**config.mk**
```make
export PLATFORM = sky130hd
export DESIGN_NAME = ifm_sparse_loader
export DESIGN_NICKNAME = d
export VERILOG_FILES = /design/src/rtl/ifm_sparse_loader.sv
export SDC_FILE = /design/constraint.sdc
export NUM_CORES = 1
export LEC_CHECK = 0
export CORE_ASPECT_RATIO = 0.5
export CORE_UTILIZATION = 40
export CTS_CLUSTER_DIAMETER = 200
export DETAILED_ROUTE_END_ITERATION = 8
export GPL_ROUTABILITY_DRIVEN = 0
export GPL_TIMING_DRIVEN = 0
export MAX_ROUTING_LAYER = met4
export PLACE_DENSITY = 0.71
export RECOVER_POWER = 25
export SLEW_MARGIN = 20
export SYNTH_ARGS = -nofsm -noshare
export SYNTH_HDL_FRONTEND = slang
export SYNTH_SLANG_ARGS = --single-unit
```
**constraint.sdc**
```tcl
create_clock -name clk_i -period 4 [get_ports clk_i]
set_input_delay 0.4 -clock clk_i [delete_from_list [all_inputs] [get_ports clk_i]]
set_output_delay 0.4 -clock clk_i [all_outputs]
set_load 0.02 [all_outputs]
```
**src/rtl/ifm_sparse_loader.sv**
```systemverilog
// ifm_sparse_loader: packs dense IFM beats into sparsemap + nonzero bytes
// and writes them chunk by chunk, tracking occupancy against releases.
module ifm_sparse_loader #(
    parameter  int BUS_SIZE       = 8,
    parameter  int CHUNK_SIZE     = 32,
    parameter  int SRAM_IFM_NUM   = 4,
    localparam int WR_DAT_CYC_NUM = CHUNK_SIZE / BUS_SIZE,
    localparam int DW             = $clog2(WR_DAT_CYC_NUM),
    localparam int CW             = $clog2(SRAM_IFM_NUM),
    localparam int IW             = $clog2(BUS_SIZE)
) (
    input  logic                  clk_i,
    input  logic                  rst_i,
    input  logic [BUS_SIZE*8-1:0] in_data_i,
    input  logic                  in_valid_i,
    output logic                  in_ready_o,
    output logic [BUS_SIZE-1:0]   wr_sparsemap_o,
    output logic [BUS_SIZE*8-1:0] wr_nonzero_data_o,
    output logic                  wr_valid_o,
    output logic [DW-1:0]         wr_dat_count_o,
    output logic [CW-1:0]         wr_chunk_count_o,
    output logic                  chunk_done_o,
    input  logic                  chunk_release_i,
    output logic [CW-1:0]         rd_chunk_o,
    output logic                  chunk_avail_o
);

    typedef enum logic {FILL, FULL} state_t;

    localparam logic [CW:0]   FULL_LVL = (CW+1)'(SRAM_IFM_NUM);
    localparam logic [DW-1:0] LAST_DAT = DW'(WR_DAT_CYC_NUM - 1);

    state_t                state;
    state_t                state_nxt;
    logic [DW-1:0]         dat_cnt;
    logic [CW-1:0]         chunk_cnt;
    logic [CW:0]           full_cnt;
    logic [CW:0]           full_nxt;
    logic                  accept;
    logic                  last_beat;
    logic                  rel_eff;
    logic [BUS_SIZE-1:0]   map;
    logic [7:0]            lane [BUS_SIZE];
    logic [BUS_SIZE*8-1:0] packed_data;
    logic [IW-1:0]         slot;

    assign in_ready_o = (state == FILL);
    assign accept     = in_valid_i && in_ready_o;
    assign last_beat  = (dat_cnt == LAST_DAT);
    assign rel_eff    = chunk_release_i && (full_cnt != '0);

    // Nonzero bytes are compacted toward lane 0 in ascending input order.
    always_comb begin
        slot        = '0;
        map         = '0;
        packed_data = '0;
        for (int m = 0; m < BUS_SIZE; m++) begin
            lane[m] = 8'h00;
        end
        for (int k = 0; k < BUS_SIZE; k++) begin
            map[k] = (in_data_i[k*8 +: 8] != 8'h00);
            if (map[k]) begin
                lane[slot] = in_data_i[k*8 +: 8];
                slot       = slot + IW'(1);
            end
        end
        for (int m = 0; m < BUS_SIZE; m++) begin
            packed_data[m*8 +: 8] = lane[m];
        end
    end

    always_comb begin
        full_nxt  = full_cnt;
        state_nxt = state;
        case ({accept && last_beat, rel_eff})
            2'b10:   full_nxt = full_cnt + (CW+1)'(1);
            2'b01:   full_nxt = full_cnt - (CW+1)'(1);
            default: full_nxt = full_cnt;
        endcase
        unique case (state)
            FILL: if (full_nxt == FULL_LVL) state_nxt = FULL;
            FULL: if (rel_eff) state_nxt = FILL;
        endcase
    end

    always_ff @(posedge clk_i or negedge rst_i) begin
        if (!rst_i) begin
            state             <= FILL;
            dat_cnt           <= '0;
            chunk_cnt         <= '0;
            full_cnt          <= '0;
            rd_chunk_o        <= '0;
            chunk_avail_o     <= 1'b0;
            wr_valid_o        <= 1'b0;
            chunk_done_o      <= 1'b0;
            wr_sparsemap_o    <= '0;
            wr_nonzero_data_o <= '0;
            wr_dat_count_o    <= '0;
            wr_chunk_count_o  <= '0;
        end else begin
            state         <= state_nxt;
            full_cnt      <= full_nxt;
            chunk_avail_o <= (full_nxt != '0);
            wr_valid_o    <= accept;
            chunk_done_o  <= accept && last_beat;
            if (accept) begin
                wr_sparsemap_o    <= map;
                wr_nonzero_data_o <= packed_data;
                wr_dat_count_o    <= dat_cnt;
                wr_chunk_count_o  <= chunk_cnt;
                dat_cnt           <= last_beat ? '0 : dat_cnt + DW'(1);
                if (last_beat) begin
                    chunk_cnt <= chunk_cnt + CW'(1);
                end
            end
            if (rel_eff) begin
                rd_chunk_o <= rd_chunk_o + CW'(1);
            end
        end
    end

endmodule

```
==> impl_metrics.tcl, run 1 <==
set metrics [dict create \
    final_cell_mix "122 x nand2_1, 92 x clkdlybuf4s50_1, 89 x dfrtp_1, 78 x nor2_1, 40 x clkbuf_1" \
    place_ws_ns -2.220 \
    io_pins 150 \
    synthAdderAreaFrac_pct 2.191 \
    timing.hold.ws_ns 0.4662 \
    final_cell_area_mm2 0.01057 \
    status "complete, but fails checks" \
    crit_path_end_kind "register" \
    worstSetupStartpoint "in_data_i[11]" \
    dpl-instance-area_mm2 0.009432 \
    muxShareOfSynthArea_pct 7.437 \
    cp_max_fo 7 \
    arrival_ns 5.00 \
    synthArstFlopShare_pct 100.0 \
    portBuffers 117 \
    grt_max_degree 52 \
    core_mm2 0.01844 \
    ir_worst_vdd_mv 0.1996 \
    yosysWarnings 0 \
    synth_enable_flop_cells 0 \
    cts_inserted_buffers 9 \
    drt_iter0_drc 1298 \
    fmax_mhz 209.7 \
    tightest_slew_ns 2.203 \
    cts.sinks 89 \
    finalCritPeriodShare_pct 119.2 \
    grt_pass1_vias 8266 \
    die_w_um 196.1 \
    synth-simple-area-share_pct 18.18 \
    rsz0062_at_grt "true" \
    synth_xor_area_share_pct 2.457 \
    ys_types 71 \
    maxSlewHeadroom_pct -46.89 \
    min_from "in_data_i[54]" \
    grt_pass1_wl_um 49470 \
    num_rows 35 \
    cts_tree "built" \
    cp-start-kind "input port" \
    diodes 0 \
    syn_inst 923 \
    reg2reg_depth 12 \
    cts.clk_slew.worst_paths_ns 0.08 \
    holdPathStages 3 \
    dr.pass1.iters 9 \
    htree_levels 3 \
    reg2reg_from "state$_DFF_PN0_" \
    synth.ff_latch_count 89 \
    postRouteAntennaNets 0 \
    start_util_pct 40.88 \
    synth_area_per_cell_um2 8.166 \
    drive_above_1_share_pct 26.02 \
    fin_crit_ns 4.768 \
    fillers 1636 \
    leakagePower_nw 3.951 \
    fp.dieArea_mm2 0.01943 \
    synth_compound_area_share_pct 34.21 \
    max_cap_viol_count 1 \
    cts_root_buffer "clkbuf_16" \
    finClkSkew_ns 0.009361 \
    synth_top_family_by_area "compound AO/OA/AOI/OAI gates" \
    syn_area_mm2 0.007537 \
    synth-seq-area-share_pct 29.55 \
    gr-usage-all-layers_pct 34.38 \
    layout_commonest_cell "nand2_1" \
    cellPowerDensity_mw_per_mm2 407.0 \
    finalSetupViolCount 64 \
    worstHoldPathType "in -> reg" \
    via_count 8883 \
    clkLatencyLatePin_ns 0.36 \
    routed_wl_um 32720 \
    cts_buffer_depth 2 \
    crit_type "in -> reg" \
    hold_violations 0 \
    wl_per_cell_um 24.09 \
    yosys_most_used_dff "dfrtp_1" \
    drc 2 \
    via_per_inst 6.541 \
    overflow 0 \
    multi_input_area_mm2 0.005710 \
    cp_data_required_time_ns 4.23 \
    final.setup.worst_slack_ns -0.7681 \
    seqCellArea_mm2 0.002227 \
    die_y_um 99.07 \
    nets 1174 \
    maxSlewViolCount 40 \
    dp_hpwl_um 23560 \
    antenna_found_initial 0 \
    area_growth_pct 40.17 \
    syn_nets 1003 \
    violations "DRC, capacitance limit, slew limit, setup timing" \
]
## worst max-delay path, stage by stage
cell,delay [ns]
buf_8,0.10
or4_4,0.53
nor2_4,0.17
inv_4,0.07
fa_2,0.64
buf_8,0.15
clkinv_8,0.05
a21oi_4,0.15
nor2_4,0.07
ha_4,0.29
inv_4,0.04
a21oi_4,0.15
buf_4,0.14
buf_4,0.12
a21oi_1,0.10
a211oi_1,0.97
a211oi_1,0.17
a221oi_1,0.51
o21bai_1,0.15
## metal layers
layer	vias up	routed length, um	share of wire, %	GRT usage (%)
li1	3874	-	-	-
met4	0	821	2.5	8.474
met5	-	0	0	-
met3	94	4167	13	9.754
met1	4246	14010	43	47.11
met2	669	13720	42	49.58
## stage by stage
stage               total power [mW]  setup TNS (ns)  cells  utilization [%]
global route                   4.476          -56.05   1358            57.31
global placement               3.230         -200.93   1299            50.97
finish                         4.300          -44.03   1358            57.31
CTS                            4.226          -40.29   1345            56.22
floorplan                      2.393          -48.06    923                -
detailed placement             3.265         -133.58   1300            51.16
## cell type report
type	instances	share of cell area, %
plain buffers	81	3.944
clock inverters	7	0.7224
multi-input cells	735	54.05
inverters	16	0.7816
repair buffers	162	14.22
flip-flops and latches	89	21.08
well taps	259	3.067
clock buffers	9	2.132
## state kept, by name, indices dropped and copies added (netlist names)
| signal | cells |
|---|---|
| chunk_avail_o | 1 |
| chunk_cnt | 2 |
| chunk_done_o | 1 |
| dat_cnt | 2 |
| full_cnt | 3 |
| rd_chunk_o | 2 |
| state | 1 |
| wr_chunk_count_o | 2 |
| wr_dat_count_o | 2 |
| wr_nonzero_data_o | 64 |
| wr_sparsemap_o | 8 |
| wr_valid_o | 1 |
## power by group
group          switching (mW)  leakage [nW]  internal (mW)
logic                    1.14          2.77          0.874
registers               0.198          1.03           1.19
clock network           0.458         0.149          0.447
total                    1.79          3.95           2.51
## repair_timing
action | CTS | global route
setup buffers | 30 | 13
hold endpoints to repair | 38 | 0
setup endpoints to repair | 64 | 64
hold buffers | 1 | 0
gates cloned | 1 | 0
pin swaps | 42 | 24
gates resized for setup | 144 | 44
## cell usage after synthesis (all sizes together), types with 4 or more instances
| cell | instances | area, um2 |
|---|---|---|
| a21oi | 19 | 95.09 |
| mux2 | 32 | 360.4 |
| o2111a | 4 | 45.04 |
| o21bai | 10 | 75.07 |
| nor2 | 88 | 337.8 |
| a32oi | 22 | 192.7 |
| xnor2 | 12 | 112.6 |
| dfrtp | 89 | 2227 |
| or4 | 15 | 116.4 |
| a22o | 8 | 70.07 |
| o21ai | 66 | 341.6 |
| o31ai | 21 | 187.7 |
| a211oi | 71 | 588.1 |
| a22oi | 30 | 225.2 |
| o21a | 6 | 45.04 |
| ha | 10 | 125.1 |
| buf | 41 | 232.7 |
| or2 | 4 | 25.03 |
| clkbuf | 42 | 157.7 |
| inv | 15 | 56.30 |
| nor3 | 19 | 100.1 |
| o211ai | 15 | 112.6 |
| o22ai | 27 | 188.9 |
| a221oi | 11 | 96.34 |
| and3 | 7 | 43.79 |
| nor4 | 13 | 81.33 |
| mux2i | 20 | 200.2 |
| nand3 | 20 | 100.1 |
| nand4 | 4 | 25.02 |
| a21o | 7 | 52.55 |
| nand2 | 127 | 479.2 |
| a31oi | 14 | 93.84 |
## logic make-up after synthesis
kind of cell | after synthesis
AO/OA/AOI/OAI | 348
XOR/XNOR | 17
buffers and inverters | 99
multiplexers | 52
adder cells (fa/ha/maj) | 12
AND/OR/NAND/NOR | 306
flip-flops | 89
## worst paths after layout
| path | end | slack (ns) |
|---|---|---|
| worst max-delay path | wr_nonzero_data_o[28]$_DFFE_PN0P_ | -0.77 |
| worst min-delay path | wr_nonzero_data_o[14]$_DFFE_PN0P_ | 0.47 |
| worst max register to register | chunk_avail_o$_DFF_PN0_ | 1.22 |
| worst min register to register | rd_chunk_o[1]$_DFFE_PN0P_ | 0.47 |
| max in group asynchronous | wr_nonzero_data_o[13]$_DFFE_PN0P_ | 0.56 |
| min in group asynchronous | wr_nonzero_data_o[58]$_DFFE_PN0P_ | 1.23 |
(Power assumes the default switching activity.)
==> inputs of run 2 (changes only) <==
--- a/config.mk
+++ b/config.mk
@@ -5,6 +5,8 @@
 export SDC_FILE = /design/constraint.sdc
 export NUM_CORES = 1
 export LEC_CHECK = 0
+export CELL_PAD_IN_SITES_DETAIL_PLACEMENT = 1
+export CELL_PAD_IN_SITES_GLOBAL_PLACEMENT = 1
 export CORE_ASPECT_RATIO = 0.5
 export CORE_UTILIZATION = 40
 export CTS_CLUSTER_DIAMETER = 200
@@ -12,8 +14,10 @@
 export GPL_ROUTABILITY_DRIVEN = 0
 export GPL_TIMING_DRIVEN = 0
 export MAX_ROUTING_LAYER = met4
-export PLACE_DENSITY = 0.71
+export PLACE_DENSITY = 0.89
 export RECOVER_POWER = 25
+export SETUP_SLACK_MARGIN = 0.15
+export SKIP_CTS_REPAIR_TIMING = 1
 export SLEW_MARGIN = 20
 export SYNTH_ARGS = -nofsm -noshare
 export SYNTH_HDL_FRONTEND = slang
==> impl_metrics.tcl, run 2 (same netlist as run 1, synthesis figures left out) <==
set metrics [dict create \
    leakagePower_nw 4.132 \
    crit_path_end_kind "register" \
    ir_worst_vdd_mv 0.2126 \
    cts_tree "built" \
    clkLatencyLatePin_ns 0.37 \
    grt_pass1_wl_um 52820 \
    final_cells 1367 \
    nets 1181 \
    maxSlewHeadroom_pct -46.22 \
    gr-usage-all-layers_pct 37.04 \
    drt_iter0_drc 1301 \
    io_pins 150 \
    cp_slowest_cell "or4_4" \
    reg_top3 "wr_nonzero_data_o: 64 flops, wr_sparsemap_o: 8 flops, full_cnt: 3 flops" \
    multi_input_area_mm2 0.005772 \
    rsz0062_at_grt "true" \
    cp-start-kind "input port" \
    cts.clk_slew.worst_paths_ns 0.08 \
    antenna_found_initial 2 \
    dp_hpwl_um 26190 \
    cts_root_buffer "clkbuf_16" \
    via_count 9685 \
    postRouteAntennaNets 0 \
    cts_buffer_depth 2 \
    hold_violations 0 \
    final_cell_mix "122 x nand2_1, 92 x clkdlybuf4s50_1, 89 x dfrtp_1, 78 x nor2_1, 44 x buf_4" \
    fp.dieArea_mm2 0.01943 \
    htree_levels 3 \
    violations "capacitance limit, slew limit, setup timing" \
    die_w_um 196.1 \
    seqCellArea_mm2 0.002227 \
    num_rows 35 \
    start_util_pct 40.88 \
    place_ws_ns -2.469 \
    drc 0 \
    via_per_inst 7.085 \
    cp_data_required_time_ns 4.24 \
    crit_type "in -> reg" \
    crit_top_cell "ha_4" \
    dp.cells 1300 \
    grtUsageMet2_pct 53.76 \
    power.total_mw 4.452 \
    routed_wl_um 40720 \
    slowest_delay_ns 0.53 \
    finalSetupViolCount 64 \
    fmax_mhz 187.3 \
    finClkSkew_ns 0.009791 \
    largest_reg_flops 64 \
    die_y_um 99.07 \
    cts.sinks 89 \
    grtUsageMet1_pct 50.95 \
    max_cap_viol_count 1 \
    dr.pass1.iters 8 \
    worstHoldPathType "in -> reg" \
    drive_above_1_share_pct 27.03 \
    portBuffers 117 \
    arrival_ns 5.58 \
    cts_inserted_buffers 9 \
    grt_max_degree 53 \
    layout_commonest_cell "nand2_1" \
    grt_util_met3_pct 8.898 \
    fin_util_pct 58.30 \
    cp_max_fo 8 \
    tightest_slew_ns 2.193 \
    maxSlewViolCount 39 \
    finalCritPeriodShare_pct 133.5 \
    overflow 0 \
    wl_per_cell_um 29.79 \
    status "complete, but fails checks" \
    cellPowerDensity_mw_per_mm2 414.2 \
    grt.busiest_layer "met2" \
    grt_pass1_vias 8662 \
    fillers 2085 \
    regMostFlops "wr_nonzero_data_o" \
    timing.hold.ws_ns 0.4396 \
    final.setup.worst_slack_ns -1.340 \
    area_growth_pct 42.61 \
    core_mm2 0.01844 \
    fin_crit_ns 5.340 \
]
-- run 2: changes by cell type in the layout (fill, tap and decap cells not counted), moves of 4 or more --
cell            previous run  this run
dlymetal6s2s_1             0        16
dlygate4sd2_1             15         0
buf_4                     38        44
o22ai_1                   18        12
o22ai_4                    1         7
a211oi_2                  38        43
o21ai_1                   20        15
o21ai_2                    6        11
a211oi_1                  29        25
-- run 2: path summary, 6_finish.rpt --
check | slack [ns] | cells after the start | startpoint | end
worst max-delay path | -1.34 | 30 | in_data_i[14] | wr_nonzero_data_o[54]$_DFFE_PN0P_
worst min-delay path | 0.44 | 3 | in_data_i[48] | wr_nonzero_data_o[8]$_DFFE_PN0P_
worst max register to register | 1.07 | 12 | state$_DFF_PN0_ | chunk_avail_o$_DFF_PN0_
worst min register to register | 0.48 | 2 | wr_chunk_count_o[1]$_DFFE_PN0P_ | wr_chunk_count_o[1]$_DFFE_PN0P_
max in group asynchronous | 0.50 | 3 | rst_i | wr_nonzero_data_o[13]$_DFFE_PN0P_
min in group asynchronous | 1.22 | 2 | rst_i | wr_nonzero_data_o[61]$_DFFE_PN0P_
-- run 2: per-stage QoR --
step / setup TNS (ns) / cell area, um2
after detailed placement: -142.55 / 9427
final: -75.84 / 10750
after CTS: -122.01 / 9722
after floorplan: -48.06 / 7903
after global placement: -203.37 / 9398
after global routing: -82.67 / 10750
-- run 2: area by class of cell --
cell class	instances	share of cell area [%]
multi-input combinational	735	53.70
sequential	89	20.72
timing repair buffer	167	14.96
buffer	83	4.144
tap	259	3.015
clock buffer	9	2.095
inverter	16	0.6751
clock inverter	7	0.6518
antenna	2	0.04656
-- run 2: worst max-delay path: cells and delay by family --
family | cells | cell delay (ns)
adder cells (fa/ha/maj) | 5 | 1.21
AND/OR/NAND/NOR | 8 | 1.87
AO/OA/AOI/OAI | 7 | 0.95
XOR/XNOR | 2 | 0.30
buffers and inverters | 8 | 0.84
-- run 2: power breakdown --
| part | total (mW) | internal (mW) | switching, mW |
|---|---|---|---|
| Sequential | 1.42 | 1.19 | 0.233 |
| Clock | 0.885 | 0.440 | 0.445 |
| Combinational | 2.15 | 0.881 | 1.27 |
| Total | 4.45 | 2.51 | 1.94 |
-- run 2: routing by layer --
layer	vias up	part of all wire, %
li1	3886	-
met1	4720	40
met2	872	42
met3	207	12
met4	0	4.8
met5	-	0
==> inputs of run 3 (changes only) <==
--- a/config.mk
+++ b/config.mk
@@ -5,6 +5,8 @@
 export SDC_FILE = /design/constraint.sdc
 export NUM_CORES = 1
 export LEC_CHECK = 0
+export ABC_AREA = 1
+export CAP_MARGIN = 0
 export CELL_PAD_IN_SITES_DETAIL_PLACEMENT = 1
 export CELL_PAD_IN_SITES_GLOBAL_PLACEMENT = 1
 export CORE_ASPECT_RATIO = 0.5
@@ -14,7 +16,7 @@
 export GPL_ROUTABILITY_DRIVEN = 0
 export GPL_TIMING_DRIVEN = 0
 export MAX_ROUTING_LAYER = met4
-export PLACE_DENSITY = 0.89
+export PLACE_DENSITY = 0.93
 export RECOVER_POWER = 25
 export SETUP_SLACK_MARGIN = 0.15
 export SKIP_CTS_REPAIR_TIMING = 1
==> impl_metrics.tcl, run 3 <==
set metrics [dict create \
    intPower_mw 2.673 \
    max_cap_viol_count 1 \
    grt_pass1_wl_um 62870 \
    seqPwrFrac_pct 31.1 \
    drive_above_1_share_pct 17.05 \
    reg_top3 "wr_nonzero_data_o: 64 flops, wr_sparsemap_o: 8 flops, full_cnt: 3 flops" \
    cts_inserted_buffers 9 \
    gr-usage-all-layers_pct 36.89 \
    synth_compound_area_share_pct 5.517 \
    synth_area_leaders "nand2_1 30%, dfrtp_1 25%, nand3_1 12%" \
    leakagePower_nw 5.959 \
    diodes 0 \
    area_growth_pct 36.12 \
    cts_buffer_depth 2 \
    hold_violations 0 \
    yosysMostFrequentCell "nand2_1" \
    maxSlewViolCount 34 \
    ys_types 38 \
    core_mm2 0.02097 \
    cts.clk_slew.worst_paths_ns 0.07 \
    drt_iter0_drc 1509 \
    swShare_pct 45.56 \
    synth-seq-area-share_pct 25.44 \
    p_comb_share_pct 51.8 \
    final_cell_mix "688 x nand2_1, 173 x nand3_1, 124 x clkdlybuf4s50_1, 108 x nand4_1, 89 x dfrtp_1" \
    yosys_most_used_dff "dfrtp_1" \
    via_per_inst 6.094 \
    place_ws_ns -1.007 \
    slowest_delay_ns 0.63 \
    final_cells 1999 \
    grt_max_degree 58 \
    overflow 0 \
    maxSlewHeadroom_pct -28.07 \
    syn_inst 1501 \
    cp_max_fo 8 \
    status "complete, but fails checks" \
    die_w_um 211.2 \
    grt_pass1_vias 11146 \
    crit_top_cell "nand2_4" \
    finalSetupViolCount 0 \
    yosysTopAreaCellShare_pct 30.49 \
    syn_nets 1581 \
    crit_type "in -> reg" \
    min_from "in_data_i[21]" \
    cts_tree "built" \
    postRouteAntennaNets 0 \
    regMostFlops "wr_nonzero_data_o" \
    cp_data_required_time_ns 4.25 \
    io_pins 150 \
    synth.ff_latch_count 89 \
    violations "capacitance limit, slew limit" \
    synth-simple-area-share_pct 58.00 \
    layout_commonest_cell "nand2_1" \
    clkLatencyLatePin_ns 0.37 \
    dp.cells 1943 \
    crit_path_end_kind "register" \
    reg2reg_from "state$_DFF_PN0_" \
    routed_wl_um 45210 \
    antenna_found_initial 0 \
    cts_root_buffer "clkbuf_16" \
    fmax_mhz 254.5 \
    final_cell_area_mm2 0.01192 \
    portBuffers 149 \
    arrival_ns 4.18 \
    worstHoldPathType "in -> reg" \
    dp_hpwl_um 32260 \
    worstSetupStartpoint "in_data_i[8]" \
    rsz0062_at_grt "true" \
    synth_area_per_cell_um2 5.832 \
    fin_util_pct 56.82 \
    ir_worst_vdd_mv 0.3286 \
    cellPowerDensity_mw_per_mm2 412.1 \
    fin_crit_ns 3.930 \
    cp-start-kind "input port" \
    dpl-instance-area_mm2 0.01091 \
    finClkSkew_ns 0.009759 \
    pwr-share-clk_pct 17.1 \
    fp.dieArea_mm2 0.02252 \
    syn_area_mm2 0.008753 \
    nets 1782 \
    muxShareOfSynthArea_pct 0 \
    final.setup.worst_slack_ns 0.07017 \
    synthArstFlopShare_pct 100.0 \
    synthAdderAreaFrac_pct 1.887 \
    synthTopCellsByCount "711 x nand2_1, 214 x nand3_1, 108 x nand4_1, 89 x dfrtp_1, 82 x inv_1" \
    start_util_pct 41.74 \
    htree_levels 3 \
    yosysWarnings 0 \
    dr.pass1.iters 8 \
    synth_enable_flop_cells 0 \
    yosys.area.top_type "nand2_1" \
    largest_reg_flops 64 \
    synth_xor_area_share_pct 0.6003 \
    tightest_slew_ns 1.921 \
    finalCritPeriodShare_pct 98.25 \
    num_rows 37 \
    die_y_um 106.6 \
    wl_per_cell_um 22.62 \
    synth_top_family_by_area "simple AND/OR/NAND/NOR gates" \
    cp_slowest_cell "fa_2" \
    drc 0 \
    power_switching_mw 2.237 \
    cts.sinks 89 \
    via_count 12182 \
]
run 3: area by class of cell:
type	count	area, um2
clock inverter	3	25.02
sequential	89	2227
clock buffer	13	250.2
multi-input combinational	1235	6431
inverter	111	436.7
tap	292	365.4
buffer	66	392.9
timing repair buffer	190	1787
fill	2870	9056
run 3: path summary, 6_finish.rpt:
| check | end | slack [ns] | depth (start not counted) |
|---|---|---|---|
| min in group asynchronous | wr_sparsemap_o[1]$_DFFE_PN0P_ | 0.55 | 1 |
| worst max register to register | state$_DFF_PN0_ | 1.25 | 11 |
| max in group asynchronous | wr_nonzero_data_o[32]$_DFFE_PN0P_ | 1.12 | 2 |
| worst min-delay path | wr_sparsemap_o[2]$_DFFE_PN0P_ | 0.47 | 5 |
| worst max-delay path | wr_nonzero_data_o[26]$_DFFE_PN0P_ | 0.07 | 25 |
| worst min register to register | wr_nonzero_data_o[30]$_DFFE_PN0P_ | 0.48 | 2 |
run 3: per-layer routing:
metal  part of all wire (%)  wire [um]  vias up  track usage (%)
met5                      0          0        -                -
met4                    4.8       2157        0            10.87
met3                     10       4593      234            6.649
met2                     45      20400      841            58.36
met1                     40      18060     5787            48.26
li1                       -          -     5320                -
run 3: worst max-delay path, delay by kind of cell:
family,cells,cell delay (ns)
buffers and inverters,7,0.85
adder cells (fa/ha/maj),4,1.25
AND/OR/NAND/NOR,14,1.65
run 3: stage by stage:
step           power, mW  hold slack (ns)  setup TNS [ns]
6_report           4.910           0.4696               0
5_1_grt            5.103           0.5145         -0.3572
4_1_cts            4.691        -0.002888          -36.63
3_5_place_dp       3.844           0.3794          -60.31
3_3_place_gp       3.700           0.4606          -97.69
2_1_floorplan      2.645           0.1044               0
run 3: cells by family after synthesis:
logic type / after synthesis
xor gates and xnor gates: 6
buffers and inverters: 177
adders and majority gates: 12
AOI/OAI and AO/OA: 86
and+or+nand+nor: 1131
DFF: 89
run 3: power by group through the flow:
stage          sequential (mW)  combinational (mW)  clock (mW)
2_1_floorplan             1.85               0.796           0
3_3_place_gp              1.49                2.21           0
3_5_place_dp              1.51                2.33           0
4_1_cts                   1.50                2.36       0.825
5_1_grt                   1.55                2.69       0.863
6_report                  1.53                2.55       0.840
